<file path="config.mk">
export PLATFORM = sky130hd
export DESIGN_NAME = uart_tx_scheduler
export DESIGN_NICKNAME = d
export VERILOG_FILES = /design/src/rtl/uart_tx_scheduler.sv
export SDC_FILE = /design/constraint.sdc
export NUM_CORES = 1
export LEC_CHECK = 0
export BUFFER_PORTS_ARGS = -buffer_cell sky130_fd_sc_hd__buf_2
export CORE_MARGIN = 1.5
export CORE_UTILIZATION = 54
export DETAILED_ROUTE_END_ITERATION = 6
export MAX_ROUTING_LAYER = met4
export PLACE_DENSITY = 0.82
export RECOVER_POWER = 50
export SYNTH_ARGS = -nofsm -noshare
export SYNTH_HDL_FRONTEND = slang
export SYNTH_SLANG_ARGS = --single-unit
</file>
<file path="constraint.sdc">
create_clock -name clk -period 3.8 [get_ports clk]
set_input_delay 0.19 -clock clk [delete_from_list [all_inputs] [get_ports clk]]
set_output_delay 0.19 -clock clk [all_outputs]
set_load 0.01 [all_outputs]
</file>
<file path="src/rtl/uart_tx_scheduler.sv">
// Two-requester UART transmit scheduler.
// Round-robin arbiter feeding a single 8N1-style serialiser paced by an external baud tick.
// The SYNC state waits for the next tick so the start bit always spans a full bit period.
module uart_tx_scheduler #(
   parameter int unsigned DATA_BITS = 8
) (
   input  logic                 clk,
   input  logic                 rst,
   input  logic                 tick,
   input  logic                 req0_valid,
   input  logic [DATA_BITS-1:0] req0_data,
   output logic                 req0_ready,
   input  logic                 req1_valid,
   input  logic [DATA_BITS-1:0] req1_data,
   output logic                 req1_ready,
   output logic                 txd,
   output logic                 busy,
   output logic                 owner
);

   localparam int unsigned IDX_W = (DATA_BITS > 1) ? $clog2(DATA_BITS) : 1;
   localparam logic [IDX_W-1:0] IDX_LAST = IDX_W'(DATA_BITS - 1);

   typedef enum logic [2:0] {
      StIdle,
      StSync,
      StStart,
      StData,
      StStop
   } state_e;

   state_e               state_q, state_d;
   logic [IDX_W-1:0]     idx_q, idx_d;
   logic [DATA_BITS-1:0] shreg_q, shreg_d;
   logic                 owner_q, owner_d;
   logic                 last_grant_q, last_grant_d;
   logic                 txd_q, txd_d;
   logic                 winner;

   // Round-robin winner: a lone requester wins, a tie goes to the one not served last.
   always_comb begin
      winner = 1'b0;
      if (req0_valid && req1_valid) begin
         winner = ~last_grant_q;
      end else begin
         winner = req1_valid;
      end
   end

   // State register; reset overrides ticks and transfers.
   always_ff @(posedge clk) begin
      if (rst) begin
         state_q      <= StIdle;
         idx_q        <= '0;
         shreg_q      <= '0;
         owner_q      <= 1'b0;
         last_grant_q <= 1'b1;
         txd_q        <= 1'b1;
      end else begin
         state_q      <= state_d;
         idx_q        <= idx_d;
         shreg_q      <= shreg_d;
         owner_q      <= owner_d;
         last_grant_q <= last_grant_d;
         txd_q        <= txd_d;
      end
   end

   // Next-state logic: handshake in IDLE, tick-paced progression through the frame.
   always_comb begin
      state_d      = state_q;
      idx_d        = idx_q;
      shreg_d      = shreg_q;
      owner_d      = owner_q;
      last_grant_d = last_grant_q;
      case (state_q)
         StIdle: begin
            // tick is deliberately ignored here, even when it coincides with a transfer
            if (req0_ready || req1_ready) begin
               state_d      = StSync;
               idx_d        = '0;
               shreg_d      = req1_ready ? req1_data : req0_data;
               owner_d      = req1_ready;
               last_grant_d = req1_ready;
            end
         end
         StSync: begin
            if (tick) state_d = StStart;
         end
         StStart: begin
            if (tick) begin
               state_d = StData;
               idx_d   = '0;
            end
         end
         StData: begin
            if (tick) begin
               if (idx_q == IDX_LAST) begin
                  state_d = StStop;
               end else begin
                  idx_d = idx_q + 1'b1;
               end
            end
         end
         StStop: begin
            if (tick) state_d = StIdle;
         end
         default: begin
            state_d = StIdle;
            idx_d   = '0;
         end
      endcase
   end

   // Outputs: readys gated by reset and IDLE; txd level chosen from the current state
   // and registered, so the line follows the state one cycle later.
   always_comb begin
      req0_ready = !rst && (state_q == StIdle) && req0_valid && !winner;
      req1_ready = !rst && (state_q == StIdle) && req1_valid && winner;
      busy       = (state_q != StIdle);
      case (state_q)
         StStart: txd_d = 1'b0;
         StData:  txd_d = shreg_q[idx_q];
         default: txd_d = 1'b1;
      endcase
   end

   assign txd   = txd_q;
   assign owner = owner_q;

endmodule

</file>
==> results.sh <==
export IMPL_status="finished, final reports clean"
export IMPL_finClkSkew_ns=0.00193
export IMPL_yosysWarningCount=0
export IMPL_finalSetupViolations=0
export IMPL_r2r_cells=4
export IMPL_criticalPathCategory="reg2reg"
export IMPL_crit_path_start="state_q[2]"
export IMPL_synth_flop_cell="dfxtp_1"
export IMPL_antenna_found_initial=0
export IMPL_nets=148
export IMPL_synth_edff_count=0
export IMPL_wl_mm=1.65
export IMPL_critPathCaptureType="register"
export IMPL_r2r_end="shreg_q[6]"
export IMPL_cts_sinks=17
export IMPL_tightestPinTransition_ns=0.692
export IMPL_dr_total_vias=782
export IMPL_layout_commonest_cell="buf_2"
export IMPL_die_area_um2=1960
export IMPL_postCtsSetupRepairBufs=0
export IMPL_cts_clk_slew_worst_paths_ns=0.09
export IMPL_yosys_register_bits=17
export IMPL_r2r_setup_slack_ns=1.69
export IMPL_startpoint_type="register"
export IMPL_cp_arrival_ns=2.32
export IMPL_dpl_cell_area_um2=1040
export IMPL_p_leak_nw=0.431
export IMPL_hold_class="in2reg"
export IMPL_cts_tree="yes"
export IMPL_fin_hold_ws_ns=0.177
export IMPL_fin_cells=140
export IMPL_clock_latency_ns=0.29
export IMPL_worst_slack_ns=1.69
export IMPL_htree_levels=1
export IMPL_worst_slew_margin_rel_pct=53.9
export IMPL_portBuffers=25
export IMPL_fin_crit_sh_pct=55.6
export IMPL_core_rowCount=14
export IMPL_dp_hpwl_mm=1.22
export IMPL_yosysTopAreaCell="dfxtp_1"
export IMPL_drive_above_1_share_pct=32.3
export IMPL_fp_dieH_um=44.2
export IMPL_required_ns=4.01
export IMPL_tns_ns=0
export IMPL_ir_worst_vdd_uv=262
export IMPL_async_reset_ff_share_pct=0
export IMPL_ctsHoldBuffers=0
export IMPL_n_antenna_cell=0
export IMPL_synth_top_area_share_pct=37.1
export IMPL_synth_area_top_cells="dfxtp_1 (37%), a311oi_2 (13%), nand2_1 (7.8%)"
export IMPL_dr_pass1_iters=4
export IMPL_max_freq_mhz=474
export IMPL_drc=0
export IMPL_io_pins=26
export IMPL_synthCells=99
export IMPL_die_x_um=44.2
export IMPL_grt_max_degree=19
export IMPL_slew_violations=0
export IMPL_syn_nets=122
export IMPL_clockBufferDepth=2
export IMPL_n_fill_cell=136
export IMPL_grt_usage_pct=20.5
export IMPL_crit_fanout=18
export IMPL_synth_seq_area_share_pct=37.1
export IMPL_grt_pass1_vias=670
export IMPL_avgSynthCellArea_um2=9.28
export IMPL_core_area_um2=1540
export IMPL_cap_violations=0
export IMPL_gr_total_overflow=0
export IMPL_critPathCapture="shreg_q[6]"
export IMPL_dp_cells=136
export IMPL_start_util_pct=59.6
export IMPL_ys_types=34
export IMPL_final_cell_mix="buf_2 (22), nand2_1 (19), dfxtp_1 (17)"
export IMPL_finalHoldViolations=0
export IMPL_grt_pass1_wl_mm=2.78
export IMPL_post_cts_resized=0
export IMPL_area_growth_pct=13.8
export IMPL_wire_per_inst_um=11.8
export IMPL_avgViaCountPerCell=5.59
export IMPL_rsz0062_at_grt="no"
export IMPL_place_gp_congestion=0.940
export IMPL_preCtsSetupSlack_ns=1.95
export IMPL_period_needed_ns=2.11
export IMPL_syn_cell_area_um2=918
export IMPL_drtAntennaViolNets=0
export IMPL_final_area_um2=1040
export IMPL_cts_made_buffers=3
export IMPL_r2r_start="state_q[2]"
export IMPL_power_density_nw_per_um2=359
export IMPL_root_buffer="clkbuf_4"
export IMPL_drtIter0Drc=9
flip-flops by register name (all words and copies together), names as in the netlist:
name / cells
owner: 1
last_grant_q: 1
txd: 1
shreg_q: 8
idx_q: 3
state_q: 3
stage by stage:
step / util, % / power (W)
global placement: 67.3 / 0.000286
floorplan: - / 0.000268
global route: 67.8 / 0.000401
detailed placement: 67.3 / 0.000288
finish: 67.8 / 0.000375
CTS: 69.0 / 0.000384
critical path: stages, from the launching register on:
cell,delay [ns]
dfxtp_1,0.36
nor4_1,0.63
o21a_1,0.67
nor2_1,0.12
a311oi_2,0.25
cells by family after synthesis:
group                    after synthesis  synth area share [%]
AND/OR/NAND/NOR                       42                  23.2
adder cells (fa/ha/maj)                2                  2.72
flip-flops                            17                  37.1
multiplexers                           4                  5.99
AO/OA/AOI/OAI                         25                  25.6
buffers and inverters                  9                  5.45
per-layer routing:
layer | up-vias | global-route usage, % | routed length (um) | share of wire (%)
li1 | 416 | - | - | -
met1 | 343 | 26.0 | 831 | 51
met2 | 21 | 28.8 | 731 | 44
met3 | 2 | 6.12 | 71 | 4.3
met4 | 0 | 11.5 | 10 | 0.61
met5 | - | - | 0 | 0
cells in the mapped netlist, drive strengths merged (2+ instances only):
cell type	count
clkbuf	2
dfxtp	17
o21ai	4
a22o	2
mux2	2
buf	2
ha	2
a311oi	8
nor2	12
nand2	19
nand3	2
nor3	2
a21oi	3
inv	4
report_power, final:
| group | internal [W] | switching [W] |
|---|---|---|
| Clock | 0.0000408 | 0.0000534 |
| Sequential | 0.000192 | 0.00000946 |
| Combinational | 0.0000356 | 0.0000440 |
cell type report:
cell class              count  area, um^2  share of cell area, %
repair buffers             25         121                   11.6
multi-input cells          73         513                   49.1
flip-flops and latches     17         340                   32.6
well taps                  16        20.0                   1.92
clock buffers               4        26.3                   2.51
inverters                   5        23.8                   2.28
worst min-delay path by stage:
stage,to,slack (ns),cells past startpoint,start
final,shreg_q[3],0.18,3,req0_data[3]
after global routing,shreg_q[0],0.16,3,req0_data[0]
after CTS,shreg_q[4],0.16,3,req0_data[4]
after global placement,owner,0.47,2,owner
after floorplan,shreg_q[0],0.37,2,req0_data[0]
after detailed placement,owner,0.47,2,owner
Power figures use the tool's default switching activity.
